==> src/rtl/pulse_meas_core.sv <==
// rtl/pulse_meas_core.sv - bus-mapped pulse delay/width/period/count measurement core
// PULSE_IN and EXT_START are synchronized and edge-detected before driving the measurement FSM.
module pulse_meas_core #(
    parameter int unsigned ABUSWIDTH  = 16,
    parameter logic [7:0]  VERSION_ID = 8'd1
) (
    input  logic                 BUS_CLK,
    input  logic                 BUS_RST_N,
    input  logic [ABUSWIDTH-1:0] BUS_ADD,
    input  logic [7:0]           BUS_DATA_IN,
    output logic [7:0]           BUS_DATA_OUT,
    input  logic                 BUS_WR,
    input  logic                 BUS_RD,
    input  logic                 EXT_START,
    input  logic                 PULSE_IN,
    output logic                 BUSY
);

    typedef enum logic [1:0] {IDLE, WAIT_RISE, HIGH, LOW} state_t;

    state_t      state_q, state_d;
    logic        done_q, done_d;
    logic        timeout_q, timeout_d;
    logic        conf_en_q, conf_en_d;
    logic [31:0] conf_repeat_q, conf_repeat_d;
    logic [31:0] conf_timeout_q, conf_timeout_d;
    logic [31:0] delay_q, delay_d;
    logic [31:0] width_q, width_d;
    logic [31:0] period_q, period_d;
    logic [31:0] pulse_cnt_q, pulse_cnt_d;
    logic [31:0] t_q, t_d;
    logic [31:0] w_cnt_q, w_cnt_d;
    logic [7:0]  rdata_q, rdata_d;
    logic [2:0]  pulse_sync_q, pulse_sync_d;
    logic [2:0]  ext_sync_q, ext_sync_d;

    logic        rise, fall, ext_rise, start, soft_rst, arm, timeout_hit;
    logic [31:0] t_inc, w_cnt_inc, cnt_inc, eff_repeat;
    logic [1:0]  byte_idx;
    logic [7:0]  rd_mux;

    function automatic logic [31:0] sat_inc(input logic [31:0] v);
        return (v == 32'hFFFF_FFFF) ? v : v + 32'd1;
    endfunction

    function automatic logic [7:0] get_byte(input logic [31:0] v, input logic [1:0] idx);
        logic [31:0] sh;
        sh = v >> {idx, 3'b000};
        return sh[7:0];
    endfunction

    function automatic logic [31:0] set_byte(input logic [31:0] v, input logic [1:0] idx,
                                             input logic [7:0] b);
        logic [31:0] mask;
        mask = 32'h0000_00FF << {idx, 3'b000};
        return (v & ~mask) | ({24'd0, b} << {idx, 3'b000});
    endfunction

    function automatic logic addr_in(input logic [ABUSWIDTH-1:0] a, input int unsigned lo,
                                     input int unsigned hi);
        return (a >= ABUSWIDTH'(lo)) && (a <= ABUSWIDTH'(hi));
    endfunction

    // bit 0 = metastable stage, bit 1 = synchronized level, bit 2 = edge register
    always_comb begin
        pulse_sync_d = {pulse_sync_q[1:0], PULSE_IN};
        ext_sync_d   = {ext_sync_q[1:0], EXT_START};
    end

    assign rise        = pulse_sync_q[1] & ~pulse_sync_q[2];
    assign fall        = ~pulse_sync_q[1] & pulse_sync_q[2];
    assign ext_rise    = ext_sync_q[1] & ~ext_sync_q[2];
    assign start       = BUS_WR && (BUS_ADD == ABUSWIDTH'(1));
    assign soft_rst    = BUS_WR && (BUS_ADD == ABUSWIDTH'(0));
    assign arm         = start | (ext_rise & conf_en_q);
    assign eff_repeat  = (conf_repeat_q == 32'd0) ? 32'd1 : conf_repeat_q;
    assign t_inc       = sat_inc(t_q);
    assign w_cnt_inc   = sat_inc(w_cnt_q);
    assign cnt_inc     = sat_inc(pulse_cnt_q);
    assign timeout_hit = (conf_timeout_q != 32'd0) && (t_inc >= conf_timeout_q);
    // every 32-bit field starts at an address that is 3 mod 4
    assign byte_idx    = BUS_ADD[1:0] + 2'd1;
    assign BUSY        = (state_q != IDLE);
    assign BUS_DATA_OUT = rdata_q;

    always_comb begin
        rd_mux = 8'd0;
        if (BUS_ADD == ABUSWIDTH'(0))      rd_mux = VERSION_ID;
        else if (BUS_ADD == ABUSWIDTH'(1)) rd_mux = {6'd0, timeout_q, done_q};
        else if (BUS_ADD == ABUSWIDTH'(2)) rd_mux = {7'd0, conf_en_q};
        else if (addr_in(BUS_ADD, 3, 6))   rd_mux = get_byte(conf_repeat_q, byte_idx);
        else if (addr_in(BUS_ADD, 7, 10))  rd_mux = get_byte(conf_timeout_q, byte_idx);
        else if (addr_in(BUS_ADD, 11, 14)) rd_mux = get_byte(delay_q, byte_idx);
        else if (addr_in(BUS_ADD, 15, 18)) rd_mux = get_byte(width_q, byte_idx);
        else if (addr_in(BUS_ADD, 19, 22)) rd_mux = get_byte(period_q, byte_idx);
        else if (addr_in(BUS_ADD, 23, 26)) rd_mux = get_byte(pulse_cnt_q, byte_idx);
        rdata_d = BUS_RD ? rd_mux : rdata_q;
    end

    always_comb begin
        state_d        = state_q;
        done_d         = done_q;
        timeout_d      = timeout_q;
        conf_en_d      = conf_en_q;
        conf_repeat_d  = conf_repeat_q;
        conf_timeout_d = conf_timeout_q;
        delay_d        = delay_q;
        width_d        = width_q;
        period_d       = period_q;
        pulse_cnt_d    = pulse_cnt_q;
        t_d            = t_q;
        w_cnt_d        = w_cnt_q;

        if (BUS_WR) begin
            if (BUS_ADD == ABUSWIDTH'(2)) conf_en_d = BUS_DATA_IN[0];
            if (addr_in(BUS_ADD, 3, 6))  conf_repeat_d  = set_byte(conf_repeat_q, byte_idx, BUS_DATA_IN);
            if (addr_in(BUS_ADD, 7, 10)) conf_timeout_d = set_byte(conf_timeout_q, byte_idx, BUS_DATA_IN);
        end

        if (soft_rst) begin
            state_d        = IDLE;
            done_d         = 1'b1;
            timeout_d      = 1'b0;
            conf_en_d      = 1'b0;
            conf_repeat_d  = 32'd1;
            conf_timeout_d = 32'd0;
            delay_d        = 32'd0;
            width_d        = 32'd0;
            period_d       = 32'd0;
            pulse_cnt_d    = 32'd0;
            t_d            = 32'd0;
            w_cnt_d        = 32'd0;
        end else if (arm) begin
            state_d     = WAIT_RISE;
            done_d      = 1'b0;
            timeout_d   = 1'b0;
            delay_d     = 32'd0;
            width_d     = 32'd0;
            period_d    = 32'd0;
            pulse_cnt_d = 32'd0;
            t_d         = 32'd0;
            w_cnt_d     = 32'd0;
        end else if (state_q != IDLE) begin
            t_d = t_inc;
            // a timeout drops any edge seen in the same cycle
            if (timeout_hit) begin
                state_d   = IDLE;
                done_d    = 1'b1;
                timeout_d = 1'b1;
            end else begin
                if (state_q == HIGH) w_cnt_d = w_cnt_inc;
                if (rise) begin
                    pulse_cnt_d = cnt_inc;
                    w_cnt_d     = 32'd0;
                    if (pulse_cnt_q == 32'd0) delay_d  = t_q;
                    if (pulse_cnt_q == 32'd1) period_d = t_q - delay_q;
                    state_d = HIGH;
                end else if (fall && (state_q == HIGH)) begin
                    if (pulse_cnt_q == 32'd1) width_d = w_cnt_inc;
                    if (pulse_cnt_q == eff_repeat) begin
                        state_d   = IDLE;
                        done_d    = 1'b1;
                        timeout_d = 1'b0;
                    end else begin
                        state_d = LOW;
                    end
                end
            end
        end
    end

    always_ff @(posedge BUS_CLK or negedge BUS_RST_N) begin
        if (!BUS_RST_N) begin
            state_q        <= IDLE;
            done_q         <= 1'b1;
            timeout_q      <= 1'b0;
            conf_en_q      <= 1'b0;
            conf_repeat_q  <= 32'd1;
            conf_timeout_q <= 32'd0;
            delay_q        <= 32'd0;
            width_q        <= 32'd0;
            period_q       <= 32'd0;
            pulse_cnt_q    <= 32'd0;
            t_q            <= 32'd0;
            w_cnt_q        <= 32'd0;
            rdata_q        <= 8'd0;
            pulse_sync_q   <= 3'd0;
            ext_sync_q     <= 3'd0;
        end else begin
            state_q        <= state_d;
            done_q         <= done_d;
            timeout_q      <= timeout_d;
            conf_en_q      <= conf_en_d;
            conf_repeat_q  <= conf_repeat_d;
            conf_timeout_q <= conf_timeout_d;
            delay_q        <= delay_d;
            width_q        <= width_d;
            period_q       <= period_d;
            pulse_cnt_q    <= pulse_cnt_d;
            t_q            <= t_d;
            w_cnt_q        <= w_cnt_d;
            rdata_q        <= rdata_d;
            pulse_sync_q   <= pulse_sync_d;
            ext_sync_q     <= ext_sync_d;
        end
    end

endmodule

==> config.mk <==
export PLATFORM = sky130hd
export DESIGN_NAME = pulse_meas_core
export DESIGN_NICKNAME = d
export VERILOG_FILES = /design/src/rtl/pulse_meas_core.sv
export SDC_FILE = /design/constraint.sdc
export NUM_CORES = 1
export LEC_CHECK = 0
export CORE_MARGIN = 2
export CORE_UTILIZATION = 48
export DETAILED_ROUTE_END_ITERATION = 10
export SLEW_MARGIN = 20
export SYNTH_ARGS = -nofsm -noshare
export SYNTH_HDL_FRONTEND = slang
export SYNTH_SLANG_ARGS = --single-unit
==> constraint.sdc <==
create_clock -name BUS_CLK -period 9.47 [get_ports BUS_CLK]
set_input_delay 0.947 -clock BUS_CLK [delete_from_list [all_inputs] [get_ports BUS_CLK]]
set_output_delay 0.947 -clock BUS_CLK [all_outputs]
set_load 0.02 [all_outputs]
# After elaboration in Yosys (flattened, before gate mapping)
# Index checks and enable logic that the tools add are counted.
[op_classes]
n_addsub = 5
magnitude_cmp = 13
eq_ne = 12
shift = 8
mux = 76
n_bitwise = 13
n_reduce_logical = 38
[op_table]
columns = ["op", "n"]
rows = [
  ["32-bit two-way mux", 43],
  ["32-bit by 5-bit right shift with 8-bit output", 6],
  ["32-bit by 1-bit adder with 32-bit output (second input constant)", 3],
  ["32-bit equality test (second input constant)", 3],
  ["8-bit two-way mux", 9],
  ["32-bit AND", 2],
  ["32-bit logical NOT", 2],
  ["32-bit OR", 2],
  ["16-bit by 5-bit <= comparator with 1-bit output (second input constant)", 3],
  ["32-bit by 1-bit equality test with 1-bit output (second input constant)", 1],
  ["32-bit equality test", 1],
  ["16-bit by 4-bit >= comparator with 1-bit output (second input constant)", 2],
  ["16-bit by 5-bit >= comparator with 1-bit output (second input constant)", 2],
  ["32-bit >= comparator", 1],
  ["16-bit by 4-bit <= comparator with 1-bit output (second input constant)", 2],
  ["32-bit NOT", 1],
  ["32-bit nonzero test", 1],
  ["8-bit by 5-bit left shift with 32-bit output", 1],
  ["8-bit by 5-bit left shift with 32-bit output (first input constant)", 1],
  ["32-bit subtractor", 1],
  ["1-bit two-way mux", 17],
  ["16-bit by 1-bit equality test with 1-bit output (second input constant)", 1],
  ["16-bit by 2-bit equality test with 1-bit output (second input constant)", 1],
  ["16-bit by 2-bit >= comparator with 1-bit output (second input constant)", 1],
  ["other kinds (21)", 58],
]
[word_totals]
register_bits = 275
input_bits = 30
output_inout_bits = 9
elab_cells = 180

# Longest topological paths before layout
[depth]
ltp_word = 11
ltp_mapped = 22

# Least setup slack after synthesis
# Ideal clock, no wire load.
[synth_path]
path_kind = "in2reg"
startpoint = "input port BUS_ADD[0]"
endpoint = "register conf_timeout_q[16]"
arrival_ns = 4.628
t_required_ns = 9.397
path_slack_ns = 4.769
stages = 15
cell_sequence = "buf_2 > buf_2 > buf_1 > clkbuf_1 > inv_1 > ha_1 > buf_2 > buf_2 > buf_2 > clkbuf_1 > buf_2 > nand2_1 > nor2_1 > a22oi_1 > nor2_1"
[synth_between]
elab_chain_len = 8
elab_cells_between_ends = 17
cone_classes = "add/sub (1); order compare (2); shift (2); mux (3); bitwise (3); reduce/logical (6)"
[synth_lines]
columns = ["element", "line", "rtl"]
rows = [
  ["start, declared", "9", "input logic [ABUSWIDTH-1:0] BUS_ADD,"],
  ["2-bit by 1-bit adder with 2-bit output", "82", "assign byte_idx = BUS_ADD[1:0] + 2'd1;"],
  ["8-bit by 5-bit left shift with 32-bit output", "55", "mask = 32'h0000_00FF << {idx, 3'b000};"],
  ["32-bit NOT", "56", "return (v & ~mask) | ({24'd0, b} << {idx, 3'b000});"],
  ["32-bit AND", "56", ""],
  ["32-bit OR", "56", ""],
  ["32-bit two-way mux", "117", "if (addr_in(BUS_ADD, 7, 10)) conf_timeout_d = set_byte(conf_timeout_q, byte_idx, BUS_DATA_IN);"],
  ["32-bit two-way mux", "114", "if (BUS_WR) begin"],
  ["32-bit two-way mux", "120", "if (soft_rst) begin"],
  ["end signal, assigned", "195", "conf_timeout_q <= conf_timeout_d;"],
  ["end, declared", "26", "logic [31:0] conf_timeout_q, conf_timeout_d;"],
]
# Parallel ways exist; a longest one is shown, timed or not. The select of a mux whose other input is x is not followed.
# A chain may end at the register's enable or synchronous reset.

# Worst setup path in the final report
[layout_path]
startpoint = "register t_q[20]"
endpoint = "register period_q[1]"
[layout_between]
elab_chain_len = 6
elab_cells_between_ends = 7
cone_classes = "add/sub (1); order compare (1); eq/ne (2); mux (1); reduce/logical (2)"
[layout_lines]
columns = ["element", "line", "rtl"]
rows = [
  ["start, declared", "31", "logic [31:0] t_q, t_d;"],
  ["start signal, assigned", "200", "t_q <= t_d;"],
  ["32-bit by 1-bit adder with 32-bit output / 32-bit equality test (equally long branches)", "43", "return (v == 32'hFFFF_FFFF) ? v : v + 32'd1;"],
  ["32-bit two-way mux *", "43", ""],
  ["32-bit >= comparator *", "80", "assign timeout_hit = (conf_timeout_q != 32'd0) && (t_inc >= conf_timeout_q);"],
  ["1-bit logical AND *", "80", ""],
  ["3-bit inequality test (no source line) *", "--", ""],
  ["4-bit AND reduction (no source line) *", "--", ""],
  ["end signal, assigned", "198", "period_q <= period_d;"],
  ["end, declared", "29", "logic [31:0] period_q, period_d;"],
]
# Every way passes the cells marked *; elsewhere a longest branch is shown, timed or not.

==> impl_metrics.env <==
export IMPL_status="completed"
export IMPL_hold_viol=0
export IMPL_start_util_pct=48.5
export IMPL_cp_arrival_ns=6.26
export IMPL_worst_setup_path_start_kind="flop"
export IMPL_crit_type="flop to flop"
export IMPL_grt_use_total_pct=27.6
export IMPL_tritoncts="yes"
export IMPL_synth_distinct_cells=92
export IMPL_power_leakage_nw=8.95
export IMPL_finalSetupTns_ns=0
export IMPL_die_area_um2=39300
export IMPL_power_mw=4.30
export IMPL_crit_required_ns=9.93
export IMPL_fin_crit_ns=5.80
export IMPL_gp_congestion=0.914
export IMPL_worstPathMaxFanout=35
export IMPL_cts_resized=0
export IMPL_drive_above_1_share_pct=9.15
export IMPL_layout_nets=1997
export IMPL_rsz0062_at_grt="false"
export IMPL_cts_root_buffer="clkbuf_16"
export IMPL_period_share_pct=61.3
export IMPL_ant_nets=0
export IMPL_synthesis_area_um2=18100
export IMPL_setup_viol=0
export IMPL_syn_nets=2020
export IMPL_overflow=0
export IMPL_antenna_cells=0
export IMPL_cts_clk_slew_worst_paths_ns=0.06
export IMPL_slew_headroom_pct=23.4
export IMPL_first_pass_iters=5
export IMPL_rows=71
export IMPL_drc=0
export IMPL_r2r_cells=19
export IMPL_clockBufferDepth=3
export IMPL_ys_ff_latch=275
export IMPL_viasPerCell=6.00
export IMPL_ir_drop_uv=118
export IMPL_final_common_cell="dfrtp_1"
export IMPL_drv_slew=0
export IMPL_antenna_found_initial=0
export IMPL_drt_wirelength_per_cell_um=21.9
export IMPL_crit_path_end_kind="flop"
export IMPL_num_vias=14600
export IMPL_grt_pass1_wl_um=83900
export IMPL_synth_cells=1913
export IMPL_clk_latency_ns=0.55
export IMPL_synth_edff_count=0
export IMPL_clock_sinks=275
export IMPL_power_density_nw_per_um2=218
export IMPL_clock_skew_ns=0.0160
export IMPL_hp_class="primary input to asynchronous set/reset pin"
export IMPL_ys_dominant_reg_cell="dfrtp_1"
export IMPL_fmax_ghz=0.172
export IMPL_final_cell_mix="dfrtp_1 (273), nor2_1 (253), inv_1 (122)"
export IMPL_grt_pass1_vias=14100
export IMPL_core_area_um2=37400
export IMPL_holdBufCountCts=0
export IMPL_wl_um=53000
export IMPL_worst_pin_slew_ns=1.15
export IMPL_drtIter0Drc=1235
export IMPL_cts_inserted_buffers=34
export IMPL_io_pins=39
export IMPL_yosysWarnings=0
export IMPL_grt_start_max_net_pins=83
export IMPL_die_y_um=198
export IMPL_async_reset_ff_share_pct=100
export IMPL_cts_max_level=2
export IMPL_fp_dieW_um=198
export IMPL_syn_avg_cell_area_um2=9.47
export IMPL_dp_hpwl_um=38100
export IMPL_ys_seq_area_share_pct=38.0
export IMPL_postCtsSetupRepairBufs=0
export IMPL_portBuffers=38
export IMPL_maxCapViolCount=0
export IMPL_area_growth_pct=8.97
per-stage QoR:
step / cells / util, % / setup slack [ns] / hold slack, ns / instance area (um^2)
global route: 2424 / 52.8 / 3.26 / 0.367 / 19800
floorplan: 1913 / - / 4.77 / 0.331 / 18100
CTS: 2424 / 52.8 / 3.57 / 0.349 / 19800
detailed placement: 2365 / 50.0 / 3.57 / 0.336 / 18700
global placement: 2365 / 50.0 / 3.81 / 0.335 / 18700
finish: 2424 / 52.8 / 3.67 / 0.347 / 19800
registers in the layout, indices dropped and copies added, names as in the netlist:
signal and count:
state_q 2, pulse_cnt_q 32, timeout_q 1, done_q 1
ext_sync_q 3, w_cnt_q 32, width_q 32, conf_repeat_q 32
pulse_sync_q 3, BUS_DATA_OUT 8, conf_timeout_q 32, delay_q 32
t_q 32, period_q 32, conf_en_q 1
final timing paths:
check	start	end	slack [ns]
worst max-delay path	t_q[20]$_DFFE_PN0P_	period_q[1]$_DFFE_PN0P_	3.67
worst min-delay path	BUS_RST_N	pulse_cnt_q[26]$_DFFE_PN0P_	0.35
worst max register to register	t_q[20]$_DFFE_PN0P_	period_q[1]$_DFFE_PN0P_	3.67
worst min register to register	pulse_sync_q[0]$_DFF_PN0_	pulse_sync_q[1]$_DFF_PN0_	0.35
max in group asynchronous	BUS_RST_N	period_q[18]$_DFFE_PN0P_	6.94
min in group BUS_CLK	pulse_sync_q[0]$_DFF_PN0_	pulse_sync_q[1]$_DFF_PN0_	0.35
metal layers:
metal / vias up / wire [um] / GRT usage, %
li1: 6815 / - / -
met1: 7161 / 24500 / 40.3
met2: 485 / 24000 / 42.7
met3: 92 / 3120 / 4.10
met4: 0 / 1400 / 7.69
met5: - / 0 / 0
cell families (layout without fill, tap and decap cells):
logic type      count (synthesis)  count (layout)  synth area share (%)
simple gates                  646             646                  17.7
buf+inv                       233             233                  5.72
flops                         275             275                  38.0
fa+ha+maj                      77              77                  5.36
compound gates                405             405                  15.6
xor+xnor                      148             148                  7.15
mux                           129             129                  10.5
worst max-delay path: stages, from the launching register on:
cell	delay, ns
dfrtp_1	0.61
nand4_1	0.32
or3_1	0.45
nor4_4	0.49
nor2_2	0.09
nand3_2	0.21
nor2_1	0.08
and3_1	0.21
nand2_1	0.08
xnor2_1	0.13
ha_1	0.27
a21o_1	0.18
a21o_1	0.16
a21oi_1	0.13
o211ai_1	0.11
a21oi_2	0.37
a211o_1	0.21
nand3_2	0.79
or2_2	0.63
a21oi_1	0.15
final cells by class:
class / count / area, um^2
Inverter: 122 / 458
Tap cell: 511 / 639
Sequential cell: 275 / 6880
Timing Repair Buffer: 52 / 488
Clock inverter: 11 / 77.6
Fill cell: 3426 / 17600
Clock buffer: 48 / 973
Multi-Input combinational cell: 1405 / 10200
synthesized netlist by cell type (22+ instances only):
library cell  instances  share of area, %
mux2i_1              72               4.0
nor2_1              253               5.2
xnor2_1              65               3.1
a211oi_1             26               1.1
o21ai_0              63               1.7
nor4_1               32               1.1
a21o_1               34               1.4
inv_1               122               2.5
dfrtp_1             273                38
mux4_2               47               5.8
nand3_1              65               1.8
xor2_1               83               4.0
a22o_1               30               1.4
nand4_1              35               1.2
o31ai_1              25               1.0
ha_1                 76               5.2
clkbuf_1             57               1.2
nor3_1               28              0.77
a21oi_1              72               2.0
nand2_1             106               2.2
nand2b_1             22              0.76
a22oi_1              34               1.4
where the power goes:
group          switching [mW]  internal (mW)
clock                   0.533          0.720
sequential              0.174           1.36
combinational           0.870          0.637
No activity file was read; power rests on OpenSTA's default activity.
